`config.mk`:
```
export PLATFORM = sky130hd
export DESIGN_NAME = arb_conv_bcd
export DESIGN_NICKNAME = d
export VERILOG_FILES = /design/src/rtl/arb_conv_bcd_pkg.sv /design/src/rtl/arb_conv_bcd_conv.sv /design/src/rtl/arb_conv_bcd.sv
export SDC_FILE = /design/constraint.sdc
export NUM_CORES = 1
export LEC_CHECK = 0
export BUFFER_PORTS_ARGS = -buffer_cell sky130_fd_sc_hd__clkbuf_2
export CAP_MARGIN = 5
export CORE_MARGIN = 5
export CORE_UTILIZATION = 48
export DETAILED_ROUTE_END_ITERATION = 16
export GPL_TIMING_DRIVEN = 1
export PLACE_DENSITY = 0.77
export SYNTH_ARGS = -nofsm -noshare
export SYNTH_HDL_FRONTEND = slang
export SYNTH_SLANG_ARGS = --single-unit
```
`constraint.sdc`:
```
create_clock -name clk -period 2.65 [get_ports clk]
set_input_delay 0.3975 -clock clk [delete_from_list [all_inputs] [get_ports clk]]
set_output_delay 0.3975 -clock clk [all_outputs]
set_load 0.01 [all_outputs]
```
`src/rtl/arb_conv_bcd_pkg.sv`:
```
// Purpose: shared widths, BCD constants and FSM encoding for the BCD conversion scheduler.
// Latency: n/a (definitions only).
// Backpressure: n/a (definitions only).
package arb_conv_bcd_pkg;

    // Binary operand width: covers 0..127, enough for any RTC field.
    localparam int W_BIN = 7;

    // Packed BCD result width: tens nibble [7:4], units nibble [3:0].
    localparam int W_BCD = 8;

    // Result reported for operands that do not fit in two BCD digits.
    localparam logic [W_BCD-1:0] BCD_ERR = 8'hFF;

    // Largest operand with a valid two-digit BCD representation.
    localparam logic [W_BIN-1:0] BCD_MAX = 7'd99;

    // Scheduler states; IDLE is the only state in which a new grant is made.
    typedef enum logic [1:0] {
        IDLE    = 2'd0,
        CAPTURE = 2'd1,
        CONVERT = 2'd2,
        RESP    = 2'd3
    } state_t;

endpackage

```
`src/rtl/arb_conv_bcd_conv.sv`:
```
// Purpose: combinational 7-bit binary to 2-digit packed BCD converter with range flag.
// Latency: 0 cycles (pure combinational).
// Backpressure: none; output follows input continuously.
module arb_conv_bcd_conv
    import arb_conv_bcd_pkg::*;
(
    input  logic [W_BIN-1:0] bin,
    output logic [W_BCD-1:0] bcd,
    output logic             err
);

    logic [3:0] tens;
    logic [3:0] units;

    // Split into decimal digits; out-of-range operands collapse to the error code.
    always_comb begin
        tens  = 4'(bin / 7'd10);
        units = 4'(bin % 7'd10);
        err   = (bin > BCD_MAX);
        if (err) begin
            bcd = BCD_ERR;
        end else begin
            bcd = {tens, units};
        end
    end

endmodule

```
`src/rtl/arb_conv_bcd.sv`:
```
// Purpose: round-robin scheduler sharing one binary-to-BCD converter among N_REQ requesters.
// Latency: grant on the edge that samples req, ack during RESP three edges later; 4 cycles per transaction.
// Backpressure: requesters hold level req until ack; ocupado marks the converter as busy.
module arb_conv_bcd
    import arb_conv_bcd_pkg::*;
#(
    parameter int N_REQ = 4
)
(
    input  logic                   clk,
    input  logic                   reset_n,
    input  logic [N_REQ-1:0]       req,
    input  logic [W_BIN*N_REQ-1:0] dato_bin,
    output logic [N_REQ-1:0]       ack,
    output logic [W_BCD-1:0]       dato_bcd,
    output logic                   error,
    output logic                   ocupado
);

    localparam int IW = (N_REQ > 1) ? $clog2(N_REQ) : 1;
    localparam logic [IW-1:0] LAST_IDX = IW'(N_REQ - 1);

    state_t           state;
    state_t           state_nxt;
    logic [IW-1:0]    ptr;
    logic [IW-1:0]    grant;
    logic [IW-1:0]    rr_idx;
    logic [IW-1:0]    ptr_nxt;
    logic [W_BIN-1:0] operand;
    logic [W_BIN-1:0] sel_bin;
    logic [W_BCD-1:0] conv_bcd;
    logic             conv_err;
    logic             ld_grant;
    logic             ld_operand;
    logic             ld_result;
    logic             adv_ptr;

    // Round-robin pick: first set request at or after p, wrapping modulo N_REQ.
    // Scanning offsets from the farthest down to zero lets the nearest hit win.
    function automatic logic [IW-1:0] rr_pick(input logic [N_REQ-1:0] r,
                                              input logic [IW-1:0]    p);
        logic [IW-1:0] pick;
        int            j;
        pick = p;
        for (int i = N_REQ - 1; i >= 0; i--) begin
            j = int'(p) + i;
            if (j >= N_REQ) begin
                j = j - N_REQ;
            end
            if (r[j]) begin
                pick = IW'(j);
            end
        end
        return pick;
    endfunction

    assign rr_idx  = rr_pick(req, ptr);
    assign ptr_nxt = (grant == LAST_IDX) ? '0 : grant + 1'b1;
    assign sel_bin = dato_bin[int'(grant)*W_BIN +: W_BIN];

    // Single shared converter, fed only from the captured operand so that
    // late changes on dato_bin cannot disturb a transaction in flight.
    arb_conv_bcd_conv u_conv (
        .bin (operand),
        .bcd (conv_bcd),
        .err (conv_err)
    );

    // State register; reset aborts any transaction in flight.
    always_ff @(posedge clk or negedge reset_n) begin
        if (!reset_n) begin
            state <= IDLE;
        end else begin
            state <= state_nxt;
        end
    end

    // Next-state decode and per-state load strobes for the datapath.
    always_comb begin
        state_nxt  = state;
        ld_grant   = 1'b0;
        ld_operand = 1'b0;
        ld_result  = 1'b0;
        adv_ptr    = 1'b0;
        case (state)
            IDLE: begin
                if (|req) begin
                    ld_grant  = 1'b1;
                    state_nxt = CAPTURE;
                end
            end
            CAPTURE: begin
                ld_operand = 1'b1;
                state_nxt  = CONVERT;
            end
            CONVERT: begin
                ld_result = 1'b1;
                state_nxt = RESP;
            end
            RESP: begin
                adv_ptr   = 1'b1;
                state_nxt = IDLE;
            end
            default: begin
                state_nxt = IDLE;
            end
        endcase
    end

    // Grant index and round-robin pointer; the pointer moves past the
    // serviced requester only once its response has been delivered.
    always_ff @(posedge clk or negedge reset_n) begin
        if (!reset_n) begin
            grant <= '0;
            ptr   <= '0;
        end else begin
            if (ld_grant) begin
                grant <= rr_idx;
            end
            if (adv_ptr) begin
                ptr <= ptr_nxt;
            end
        end
    end

    // Operand capture: sampled exactly once per transaction.
    always_ff @(posedge clk or negedge reset_n) begin
        if (!reset_n) begin
            operand <= '0;
        end else if (ld_operand) begin
            operand <= sel_bin;
        end
    end

    // Result registers hold their value between conversions.
    always_ff @(posedge clk or negedge reset_n) begin
        if (!reset_n) begin
            dato_bcd <= '0;
            error    <= 1'b0;
        end else if (ld_result) begin
            dato_bcd <= conv_bcd;
            error    <= conv_err;
        end
    end

    // Ack decodes straight from registered state, so it is one-hot or zero
    // and drops immediately when reset is asserted.
    always_comb begin
        ack = '0;
        if (state == RESP) begin
            ack[grant] = 1'b1;
        end
    end

    assign ocupado = (state != IDLE);

endmodule

```
==> results.json <==
{
  "critPathLaunchType": "flip-flop",
  "max_freq_ghz": 0.3991,
  "syn_area_per_cell_um2": 9.348,
  "drive_above_1_share_pct": 34.60,
  "drt_iter0_markers": 126,
  "crit_path_max_fanout": 7,
  "post-route-drc-count": 0,
  "finalMaxSlewViolations": 0,
  "root_buffer": "clkbuf_8",
  "yosysTopAreaCell": "dfrtp_1",
  "slowest_stage": "dfrtp_1",
  "clk_pin_slew_ns": 0.08,
  "placementRows": 22,
  "grtUsageTotal_pct": 16.29,
  "first_global_vias": 1608,
  "min_period_ns": 2.506,
  "viasPerCell": 5.677,
  "critPathBufInv": 2,
  "grt_max_degree": 23,
  "ys_seq_elements": 22,
  "synth_top_area_share_pct": 30.51,
  "instances_no_fill": 285,
  "floorplan.initialDensity_pct": 49.28,
  "yosysWarningCount": 0,
  "yosysSeqAreaShare_pct": 30.51,
  "area_growth_pct": 19.90,
  "powerDensity_mw_per_mm2": 1317,
  "cts_made_buffers": 3,
  "cts_tree": "yes",
  "rr_endpoint": "dato_bcd[2]",
  "core_area_mm2": 0.003661,
  "max_stage_delay_ns": 0.38,
  "fin_crit_sh_pct": 94.56,
  "regToRegStartpoint": "operand[5]",
  "wire_per_inst_um": 14.47,
  "post-synth-top-count-cell": "dfrtp_1",
  "power_mw": 2.849,
  "n_fill_cell": 350,
  "die_y_um": 71.31,
  "worst_pin_slew_ns": 0.5526,
  "finalSetupViolations": 0,
  "overflow": 0,
  "htreeDepth": 1,
  "critPathRequiredTime_ns": 2.82,
  "vias": 1618,
  "hpwl_mm": 3.214,
  "hold_path_class": "in -> async",
  "synthCells": 193,
  "grt_pass1_wl_mm": 6.900,
  "fp.dieW_um": 71.31,
  "synth_ff_type": "dfrtp_1",
  "synth_edf_count": 0,
  "leakage_nw": 0.9520,
  "drtAntennaViolNets": 0,
  "clockBufferDepth": 2,
  "cp_data_arrival_time_ns": 2.68,
  "drt-pass1-iter-count": 4,
  "crit_family": "simple AND/OR/NAND/NOR gates",
  "finalHoldViolations": 0,
  "ys_async_sr_fraction_pct": 100.0,
  "slew-limit-headroom_pct": 63.16,
  "post-cts-setup-buffer-count": 0,
  "syn_area_mm2": 0.001804,
  "cap_violations": 0,
  "status": "completed",
  "gp_congestion": 0.9590,
  "numPortBuffers": 47,
  "synthesis.nets": 239,
  "skew_ns": 0.002722,
  "dieArea_mm2": 0.005085,
  "vdd_drop_max_mv": 0.5698,
  "synth_area_leaders": "dfrtp_1 (31%), mux4_2 (8.7%), ha_1 (8.3%)",
  "synth_common_cells": "dfrtp_1 (22), nand2_1 (17), nor2_1 (15), o21ai_0 (15), inv_1 (14)",
  "worstRegToRegCells": 12,
  "diodes": 0,
  "r2r_slack_ns": 0.14,
  "ys_types": 53,
  "drt-total-wl_mm": 4.125,
  "clock-sinks": 22,
  "dp_cells": 282,
  "antenna_found_initial": 0,
  "path_cells": "inv_1, ha_2, o21bai_2, nand2_1, nand2_1, nor4_2, nor3_2, ha_1, inv_1, o31ai_1, and2_1, a311oi_2",
  "clock_latency_ns": 0.26,
  "final_nets": 285,
  "setup.worst_path.end_class": "flip-flop",
  "worstSetupPathType": "reg -> reg",
  "pin_count": 48
}
==> registers in the layout (all words and copies together) (netlist names) <==
register	count
grant	2
error	1
ptr	2
state	2
dato_bcd	8
operand	7
==> metal layers <==
metal	track usage, %	routed length (um)	up-vias
li1	-	-	802
met1	21.43	1851	752
met2	27.55	1968	61
met3	3.647	272	3
met4	3.132	33	0
met5	0	0	-
==> worst register-to-register path: cells and delay by family (launching register included) <==
kind,cells,cell delay [ns]
flip-flops,1,0.38
AND/OR/NAND/NOR,5,0.87
buffers and inverters,2,0.21
adder cells (fa/ha/maj),2,0.49
AO/OA/AOI/OAI,3,0.46
==> area by class of cell <==
class	count	area [um^2]	area share, %
Tap cell	48	60.06	2.776
Timing Repair Buffer	51	265.3	12.26
Clock buffer	3	41.29	1.909
Multi-Input combinational cell	147	1194	55.18
Sequential cell	22	550.5	25.45
Inverter	14	52.55	2.429
==> timing repair <==
item / CTS / global route
hold buffers: 0 / 0
endpoints found under the setup margin: 0 / 3
resized for setup: 0 / 9
==> placed cells by master (no fill, tap or decap), types with 2 or more instances in the layout <==
cell	count
nor3_1	3
a31oi_1	2
buf_4	4
o21ai_0	15
o22a_1	2
nand2_1	17
a21oi_1	8
o21ai_1	2
dfrtp_1	22
o211ai_1	2
nor2b_1	7
mux4_2	7
a22oi_1	2
nand3_1	2
o31ai_1	2
or3_1	3
inv_1	14
and2_1	6
ha_1	10
nand4_1	4
clkbuf_8	3
a211oi_1	2
nor2_1	15
clkbuf_2	47
mux2_2	4
==> where the power goes <==
group | switching (mW) | internal (mW) | leakage (nW)
Combinational | 0.998 | 0.882 | 0.674
Clock | 0.112 | 0.102 | 0.0216
Sequential | 0.248 | 0.507 | 0.256
Total | 1.36 | 1.49 | 0.952
==> how the worst max path moves through the flow <==
stage / cells past startpoint / to / start / slack (ns)
5_1_grt: 12 / dato_bcd[2] / operand[5] / -0.04
6_report: 12 / dato_bcd[2] / operand[5] / 0.14
3_5_place_dp: 11 / dato_bcd[2] / operand[4] / 0.08
3_3_place_gp: 11 / dato_bcd[1] / operand[4] / 0.18
4_1_cts: 11 / dato_bcd[2] / operand[4] / 0.07
2_1_floorplan: 13 / dato_bcd[2] / operand[5] / 0.20
==> kinds of logic (layout without fill, tap and decap cells) <==
group,Yosys count,in the layout,synth area share (%)
mux,11,11,11.23
flops,22,22,30.51
xor+xnor,1,1,1.526
fa+ha+maj,13,13,8.876
compound gates,53,53,20.46
buf+inv,24,68,6.518
simple gates,69,69,20.87
==> per-stage QoR <==
stage	worst slack, ns	setup TNS [ns]	hold slack (ns)	utilization, %	cell area [um^2]
2_1_floorplan	0.1971	0	0.1019	-	1804
3_5_place_dp	0.07955	0	0.4168	56.39	2064
5_1_grt	-0.03518	-0.03518	0.1648	59.09	2163
4_1_cts	0.06957	0	0.1303	57.52	2106
3_3_place_gp	0.1838	0	0.4089	56.39	2064
6_report	0.1441	0	0.09387	59.09	2163
(Power assumes the default switching activity.)
